==> src/rtl/seg_pkg.sv <==
// Shared constants and types for the seven-segment display arbiter.
// Segment codes are active-low, bit 7 = dp, bits 6:0 = g..a.
package seg_pkg;

  localparam logic [63:0] BLANK_FRAME = 64'hFFFF_FFFF_FFFF_FFFF;

  localparam logic [7:0] GLYPH_0     = 8'hC0;
  localparam logic [7:0] GLYPH_1     = 8'hF9;
  localparam logic [7:0] GLYPH_2     = 8'hA4;
  localparam logic [7:0] GLYPH_3     = 8'hB0;
  localparam logic [7:0] GLYPH_4     = 8'h99;
  localparam logic [7:0] GLYPH_5     = 8'h92;
  localparam logic [7:0] GLYPH_6     = 8'h82;
  localparam logic [7:0] GLYPH_7     = 8'hF8;
  localparam logic [7:0] GLYPH_8     = 8'h80;
  localparam logic [7:0] GLYPH_9     = 8'h90;
  localparam logic [7:0] GLYPH_E     = 8'h86;
  localparam logic [7:0] GLYPH_DASH  = 8'hBF;
  localparam logic [7:0] GLYPH_BLANK = 8'hFF;

  typedef enum logic [1:0] {
    IDLE,
    OWN,
    GAP
  } arb_state_t;

endpackage

==> src/rtl/seg_blink_gen.sv <==
// Blink phase counter; restart forces the visible phase and clears the count.
// hidden_nxt is the phase that will hold after the coming edge.
module seg_blink_gen #(
  parameter int BLINK_DIV = 25_000_000
) (
  input  logic clk,
  input  logic rst_n,
  input  logic restart,
  output logic hidden_nxt
);

  localparam int CW = (BLINK_DIV > 1) ? $clog2(BLINK_DIV) : 1;
  localparam logic [CW-1:0] LAST = CW'(BLINK_DIV - 1);

  logic [CW-1:0] cnt;
  logic          phase;
  logic          wrap;

  assign wrap = (cnt == LAST);

  always_ff @(posedge clk or negedge rst_n) begin
    if (!rst_n) begin
      cnt   <= '0;
      phase <= 1'b0;
    end else if (restart) begin
      cnt   <= '0;
      phase <= 1'b0;
    end else if (wrap) begin
      cnt   <= '0;
      phase <= ~phase;
    end else begin
      cnt   <= cnt + CW'(1);
    end
  end

  assign hidden_nxt = !restart && (wrap ? ~phase : phase);

endmodule

==> src/rtl/seg_display_arbiter.sv <==
// Fixed-priority owner of the 8-digit display: minimum hold, blank gap
// on owner change, optional blink, registered frame to the scan driver.
module seg_display_arbiter
  import seg_pkg::*;
#(
  parameter int NUM_REQ   = 3,
  parameter int MIN_HOLD  = 50_000_000,
  parameter int BLINK_DIV = 25_000_000,
  localparam int OW = (NUM_REQ > 1) ? $clog2(NUM_REQ) : 1
) (
  input  logic                  clk,
  input  logic                  rst_n,
  input  logic [NUM_REQ-1:0]    req,
  input  logic [NUM_REQ*64-1:0] frame_in,
  input  logic [NUM_REQ-1:0]    blink,
  output logic [NUM_REQ-1:0]    grant,
  output logic [OW-1:0]         owner,
  output logic [63:0]           frame_out,
  output logic                  switch_pulse
);

  localparam int HW = $clog2(MIN_HOLD + 1);
  localparam logic [HW-1:0] HOLD_MAX = HW'(MIN_HOLD);

  arb_state_t state_q, state_d;
  logic [OW-1:0] owner_d;
  logic [HW-1:0] hold_q, hold_d;
  logic [NUM_REQ-1:0] grant_d;
  logic [63:0] frame_d, sel_frame;
  logic sel_blink, hidden_nxt, new_grant;
  logic own_req, others, higher;

  function automatic logic [OW-1:0] pick(input logic [NUM_REQ-1:0] r);
    pick = '0;
    for (int i = NUM_REQ - 1; i >= 0; i--)
      if (r[i]) pick = OW'(i);
  endfunction

  always_comb begin
    own_req = 1'b0;
    others  = 1'b0;
    higher  = 1'b0;
    for (int i = 0; i < NUM_REQ; i++) begin
      if (OW'(i) == owner) own_req = req[i];
      else if (req[i]) others = 1'b1;
      if (OW'(i) < owner && req[i]) higher = 1'b1;
    end
  end

  always_comb begin
    state_d = state_q;
    owner_d = owner;
    unique case (state_q)
      IDLE, GAP: begin
        if (|req) begin
          state_d = OWN;
          owner_d = pick(req);
        end else begin
          state_d = IDLE;
        end
      end
      OWN: begin
        // a release wins over any simultaneous preemption
        if (!own_req)
          state_d = others ? GAP : IDLE;
        else if (req[0] && owner != '0)
          state_d = GAP;
        else if (hold_q == HOLD_MAX && higher)
          state_d = GAP;
      end
      default: state_d = IDLE;
    endcase
  end

  assign new_grant = (state_d == OWN) && (state_q != OWN);

  always_comb begin
    grant_d   = '0;
    sel_frame = BLANK_FRAME;
    sel_blink = 1'b0;
    for (int i = 0; i < NUM_REQ; i++) begin
      if (OW'(i) == owner_d) begin
        grant_d[i] = (state_d == OWN);
        sel_frame  = frame_in[i*64 +: 64];
        sel_blink  = blink[i];
      end
    end
    frame_d = BLANK_FRAME;
    if (state_d == OWN && !(sel_blink && hidden_nxt))
      frame_d = sel_frame;
  end

  always_comb begin
    hold_d = hold_q;
    if (new_grant)
      hold_d = '0;
    else if (state_q == OWN && hold_q != HOLD_MAX)
      hold_d = hold_q + HW'(1);
  end

  seg_blink_gen #(
    .BLINK_DIV (BLINK_DIV)
  ) u_blink (
    .clk        (clk),
    .rst_n      (rst_n),
    .restart    (new_grant),
    .hidden_nxt (hidden_nxt)
  );

  always_ff @(posedge clk or negedge rst_n) begin
    if (!rst_n) begin
      state_q      <= IDLE;
      owner        <= '0;
      hold_q       <= '0;
      grant        <= '0;
      frame_out    <= BLANK_FRAME;
      switch_pulse <= 1'b0;
    end else begin
      state_q      <= state_d;
      owner        <= owner_d;
      hold_q       <= hold_d;
      grant        <= grant_d;
      frame_out    <= frame_d;
      switch_pulse <= new_grant;
    end
  end

endmodule

==> config.mk <==
export PLATFORM = sky130hd
export DESIGN_NAME = seg_display_arbiter
export DESIGN_NICKNAME = d
export VERILOG_FILES = /design/src/rtl/seg_pkg.sv /design/src/rtl/seg_blink_gen.sv /design/src/rtl/seg_display_arbiter.sv
export SDC_FILE = /design/constraint.sdc
export NUM_CORES = 1
export LEC_CHECK = 0
export CAP_MARGIN = 20
export CORE_MARGIN = 3
export CORE_UTILIZATION = 47
export DETAILED_ROUTE_END_ITERATION = 8
export HOLD_SLACK_MARGIN = 0.02
export PLACE_DENSITY = 0.92
export SYNTH_ARGS = -nofsm -noshare
export SYNTH_HDL_FRONTEND = slang
export SYNTH_SLANG_ARGS = --single-unit
export TNS_END_PERCENT = 10
==> constraint.sdc <==
create_clock -name clk -period 3.7 [get_ports clk]
set_input_delay 0.74 -clock clk [delete_from_list [all_inputs] [get_ports clk]]
set_output_delay 0.74 -clock clk [all_outputs]
set_load 0.005 [all_outputs]
Word-level counts from Yosys, hierarchy flattened
Cells that the tools add are included.
Storage, ports and cells
  bits in registers: 124
  input port bits: 200
  output and inout bits: 70
  logic and storage cells: 83
Cells by class
  $add $sub $neg: 2
  magnitude comparators: 3
  equal/unequal tests: 11
  mux-type cells: 39
  bitwise gates (word level): 1
  reductions and logical operators: 19
Operators by type and width (number)
  $mux W64: 4
  $mux W26: 2
  $mux W25: 2
  $add A26 B1 Y26 const B: 1
  $eq A26 B26 Y1 const B: 1
  $ne A26 B26 Y1 const B: 1
  $add A25 B1 Y25 const B: 1
  $eq A25 B25 Y1 const B: 1
  $mux W1: 21
  $mux W2: 9
  $logic_and A1 B1 Y1: 10
  $logic_not A2 Y1: 3
  $eq A1 B2 Y1 const A: 2
  $eq A2 B1 Y1 const B: 2
  $eq A2 B2 Y1 const A: 2
  $lt A1 B2 Y1 const A: 2
  $pmux W2 S2: 1
  $reduce_bool A2 Y1: 2
  $reduce_or A3 Y1: 1
  $eq A2 B2 Y1 const B: 1
  $logic_not A1 Y1: 2
  $lt A2 B2 Y1 const A: 1
  $ne A2 B1 Y1 const B: 1
  $reduce_or A2 Y1: 1
  $not A1 Y1: 1

Logic depth before layout (Yosys ltp)
  depth in word-level cells: 18
  gate-level depth with buffers: 9
  gate-level depth less buffers: 7

Cells and area by module
Synthesis repeated with hierarchy kept, for this count alone.
Unflattened totals
  cells, all modules: 630
  area total of the unflattened synthesis: 6595.1 um^2
Modules (own cells, without submodules)
  seg_display_arbiter: times used 1, cells an instance 494, area each 5278.8 um^2
  seg_blink_gen: times used 1, cells an instance 136, area each 1316.3 um^2

Worst setup path after synthesis
Ideal clock, no wire load.
  path kind: input-to-reg
  from: input port req[0]
  to: register frame_out[34]
  library setup time: 0.100 ns
  arrival time: 2.160 ns
  required time: 3.600 ns
  setup slack: 1.440 ns
  cell stages on the path: 8
  buffers on the path: 4
  cell sequence: buf_2 nor3_1 or2_2 clkbuf_1 o31ai_2 buf_2 clkbuf_1 o211ai_1
Between the ends
  word-level cells in the longest chain between the ends: 17
  elaborated cells on any way between the ends: 42
  those cells by class: eq/ne: 3; mux: 28; reduce/logical: 11
Ends and longest elaborated chain
  start, declared: line seg_display_arbiter.sv:13  | input logic [NUM_REQ-1:0] req,
  $mux W1 or $logic_and A1 B1 Y1 (tied branches): line seg_display_arbiter.sv:45, seg_display_arbiter.sv:46
  $mux W1, on equally long branches: line seg_display_arbiter.sv:44, seg_display_arbiter.sv:46
  $mux W1, on equally long branches: line seg_display_arbiter.sv:45, seg_display_arbiter.sv:46
  $mux W1, on equally long branches: line seg_display_arbiter.sv:44, seg_display_arbiter.sv:46
  $mux W1 or $logic_and A1 B1 Y1 (tied branches): line seg_display_arbiter.sv:45, seg_display_arbiter.sv:68
  $mux W1 or $mux W2 (tied branches): line seg_display_arbiter.sv:44, seg_display_arbiter.sv:68
  $mux W2, on equally long branches: line seg_display_arbiter.sv:65, seg_display_arbiter.sv:66
  $mux W2: line seg_display_arbiter.sv:64  | if (!own_req)
  [2 not listed]
  $logic_and A1 B1 Y1: line seg_display_arbiter.sv:75  | assign new_grant = (state_d == OWN) && (state_q != OWN);
  $logic_not A1 Y1: line seg_blink_gen.sv:36  | assign hidden_nxt = !restart && (wrap ? ~phase : phase);
  $logic_and A1 B1 Y1: line seg_blink_gen.sv:36
  $logic_and A1 B1 Y1: line seg_display_arbiter.sv:89  | if (state_d == OWN && !(sel_blink && hidden_nxt))
  $logic_not A1 Y1: line seg_display_arbiter.sv:89
  $logic_and A1 B1 Y1: line seg_display_arbiter.sv:89
  $mux W64 (*): line seg_display_arbiter.sv:89
  via frame_d[34]: line seg_display_arbiter.sv:29  | logic [63:0] frame_d, sel_frame;
  end signal, assigned: line seg_display_arbiter.sv:123  | frame_out <= frame_d;
  end, declared: line seg_display_arbiter.sv:18  | output logic [63:0] frame_out,
The timed path passes the listed nets; every way through them passes the cells marked *.
A chain may end at the register's enable or synchronous reset.

Worst setup path in the final report
  from: input port req[2]
  to: register frame_out[25]
Between the ends
  word-level cells in the longest chain between the ends: 15
  elaborated cells on any way between the ends: 35
  those cells by class: eq/ne: 3; mux: 22; reduce/logical: 10
Ends and longest elaborated chain
  $logic_and A1 B1 Y1: line seg_display_arbiter.sv:46  | if (OW'(i) < owner && req[i]) higher = 1'b1;
  $mux W1: line seg_display_arbiter.sv:46
  $logic_and A1 B1 Y1: line seg_display_arbiter.sv:68  | else if (hold_q == HOLD_MAX && higher)
  $mux W2: line seg_display_arbiter.sv:68
  $mux W2: line seg_display_arbiter.sv:66  | else if (req[0] && owner != '0)
  $mux W2: line seg_display_arbiter.sv:64
  $pmux W2 S2: line seg_display_arbiter.sv:53  | unique case (state_q)
  $eq A2 B1 Y1: line seg_display_arbiter.sv:75, seg_display_arbiter.sv:89
  $logic_and A1 B1 Y1: line seg_display_arbiter.sv:75
  $logic_not A1 Y1: line seg_blink_gen.sv:36
  $logic_and A1 B1 Y1: line seg_blink_gen.sv:36
  $logic_and A1 B1 Y1: line seg_display_arbiter.sv:89
  $logic_not A1 Y1: line seg_display_arbiter.sv:89
  $logic_and A1 B1 Y1: line seg_display_arbiter.sv:89
  $mux W64 (*): line seg_display_arbiter.sv:89
  via frame_d[25]: line seg_display_arbiter.sv:29
Marks and branches as above.

==> reports/qor.csv <==
metric,value,unit
drtIter0Drc,504,
pre_cts_ws,0.4787,ns
syn-num-nets,818,
cts_sinks,124,
cts-resized-gates,0,
min_period,2.841,ns
num_vias,6236,
post-cts-setup-buffers,0,
cp_max_fo,27,
drive_above_1_share,22.00,%
arrival,3.16,ns
ant_nets,0,
ys_ff_latch,124,
fin_setup_tns,0,ns
grt_overflow,0,
die_area,15450,um^2
start_util,48.88,%
synthCells,615,
area_growth,53.16,%
vdd_drop_max,502.9,uV
fp-row-count,42,
wl_met2,11740,um
cp-start-kind,input port,
syn_avg_cell_area,10.69,um^2
tightestPinTransition,0.9435,ns
antenna_found_initial,2,
grtUsageTotal,29.53,%
fin_crit_sh,76.80,%
cts_tree,yes,
drc_errors,0,
dp_hpwl,15660,um
finClkSkew,0.01118,ns
cap_viol_max_count,0,
ys_seq_area_share,48.40,%
grt_max_degree,75,
grt_pass1_wl,36250,um
timing.final.ws_setup,0.8586,ns
viasPerCell,5.883,
die_w,124.3,um
cp_data_required_time,4.02,ns
hold_ws,0.4771,ns
hold_class,in2async,
cts_hold_buffers,0,
cts_max_level,4,
firstDrtPassIters,5,
synth.distinct_cells,48,
coreArea,13450,um^2
met1_length,8466,um
setup_viol,0,
status,completed,
critPathKind,in2reg,
final_cell_mix,"clkdlybuf4s50_1 (268), o211ai_1 (68), o22ai_1 (65)",
place_congestion,0.9036,
cts_buffers,17,
rrSetupSlack,0.92,ns
p_leak,3.840,nW
die_h,124.3,um
critPathCaptureType,flop,
max_freq,0.3519,GHz
ioPinCount,270,
nNetsFinal,1072,
wl_met3,1303,um
powerDensity,675.2,nW/um^2
yosys_warnings,0,
path_clk_slew,0.06,ns
root_buffer,clkbuf_16,
cts.path.max_buffers,2,
worst_slew_margin_rel,37.10,%
avgRoutedWirePerCell,21.47,um
hold_viol_final,0,
layout_commonest_cell,clkdlybuf4s50_1,
highest_layer,met4,
place_area,9438,um^2
drt_wl_total,22760,um
synth_area,6576,um^2
insertion_delay,0.42,ns
portBuffers,269,
fin_area,10070,um^2
p_total,6.801,mW
rsz0062_at_grt,no,
grt_pass1_vias,6732,
slew_viol_final,0,
-- sequential cells by signal (all words and copies together) (netlist names) --
signal and flops:
u_blink.cnt 25, u_blink.phase 1, owner 2, grant 3
state_q 2, frame_out 64, switch_pulse 1, hold_q 26
-- path summary, 6_finish.rpt --
path / endpoint / start / cells past startpoint
setup / recovery: frame_out[25]$_DFF_PN1_ / req[2] / 8
hold / removal: hold_q[21]$_DFFE_PN0P_ / rst_n / 1
setup reg to reg: frame_out[23]$_DFF_PN1_ / u_blink.cnt[0]$_DFF_PN0_ / 7
hold reg to reg: u_blink.cnt[0]$_DFF_PN0_ / u_blink.cnt[0]$_DFF_PN0_ / 1
max in group asynchronous: frame_out[14]$_DFF_PN1_ / rst_n / 2
min in group clk: u_blink.cnt[0]$_DFF_PN0_ / u_blink.cnt[0]$_DFF_PN0_ / 1
-- Yosys cell counts (all sizes together) --
library cell / instances / area share [%]
mux2i: 3 / 0.46
o22ai: 65 / 6.2
a211oi: 1 / 0.19
nor4b: 3 / 0.40
and2: 1 / 0.095
o21bai: 1 / 0.11
and3: 7 / 0.67
nand2b: 2 / 0.19
dfrtp: 60 / 23
nand2: 21 / 1.2
a21o: 2 / 0.23
xor2: 23 / 3.1
nand3: 15 / 1.2
buf: 21 / 2.1
nor2: 54 / 3.1
o21a: 2 / 0.23
clkbuf: 30 / 1.7
nor3b: 5 / 0.57
inv: 10 / 0.57
xnor2: 17 / 2.3
or3: 2 / 0.19
or2: 4 / 0.38
nand4: 19 / 1.9
a31oi: 2 / 0.19
nor4bb: 2 / 0.30
nor3: 8 / 0.61
nor2b: 6 / 0.57
a21oi: 4 / 0.30
o31ai: 4 / 0.53
o21ai: 5 / 0.44
ha: 3 / 0.57
nand3b: 1 / 0.11
a41o: 1 / 0.15
o211ai: 70 / 8.1
mux2: 64 / 11
or4: 3 / 0.34
dfstp: 64 / 26
nor4: 6 / 0.80
and4: 4 / 0.53
-- area by class of cell --
cell class                      count  area (um^2)
Fill cell                         851         3381
Sequential cell                   124         3183
Multi-Input combinational cell    430         3124
Timing Repair Buffer              286         2878
Clock buffer                       19        464.2
Tap cell                          176        220.2
Clock inverter                     13        160.2
Inverter                           10        37.54
Antenna cell                        2        5.005
-- report_power, final --
| part | internal, mW | total [mW] | switching [mW] | leakage, nW |
|---|---|---|---|---|
| clock network | 1.12 | 1.76 | 0.642 | 0.305 |
| registers | 1.85 | 2.00 | 0.150 | 1.50 |
| logic | 1.48 | 3.04 | 1.56 | 2.04 |
-- through the flow --
stage / util [%] / std cells
3_5_place_dp: 70.15 / 1025
3_3_place_gp: 70.15 / 1025
6_report: 74.87 / 1060
2_1_floorplan: - / 615
5_1_grt: 74.87 / 1060
4_1_cts: 74.80 / 1057
-- layer usage --
metal / global-route usage [%] / up-vias
met5: 0 / -
met2: 51.18 / 291
met4: 15.93 / 0
met3: 6.561 / 75
li1: - / 2805
met1: 33.90 / 3065
-- cell families after synthesis --
group | after synthesis | share of synthesized area (%)
simple gates | 163 | 13.17
flops | 124 | 48.40
compound gates | 157 | 16.70
fa+ha+maj | 3 | 0.5708
xor+xnor | 40 | 5.327
mux | 67 | 11.42
buf+inv | 61 | 4.414
-- critical path: stages --
cell and delay (ns):
clkdlybuf4s50_1 0.55, nor2b_1 0.16, o22ai_1 0.11, inv_2 0.48, buf_4 0.39, mux2_2 0.38
o22ai_1 0.19, o211ai_1 0.14
(Power assumes the default switching activity.)
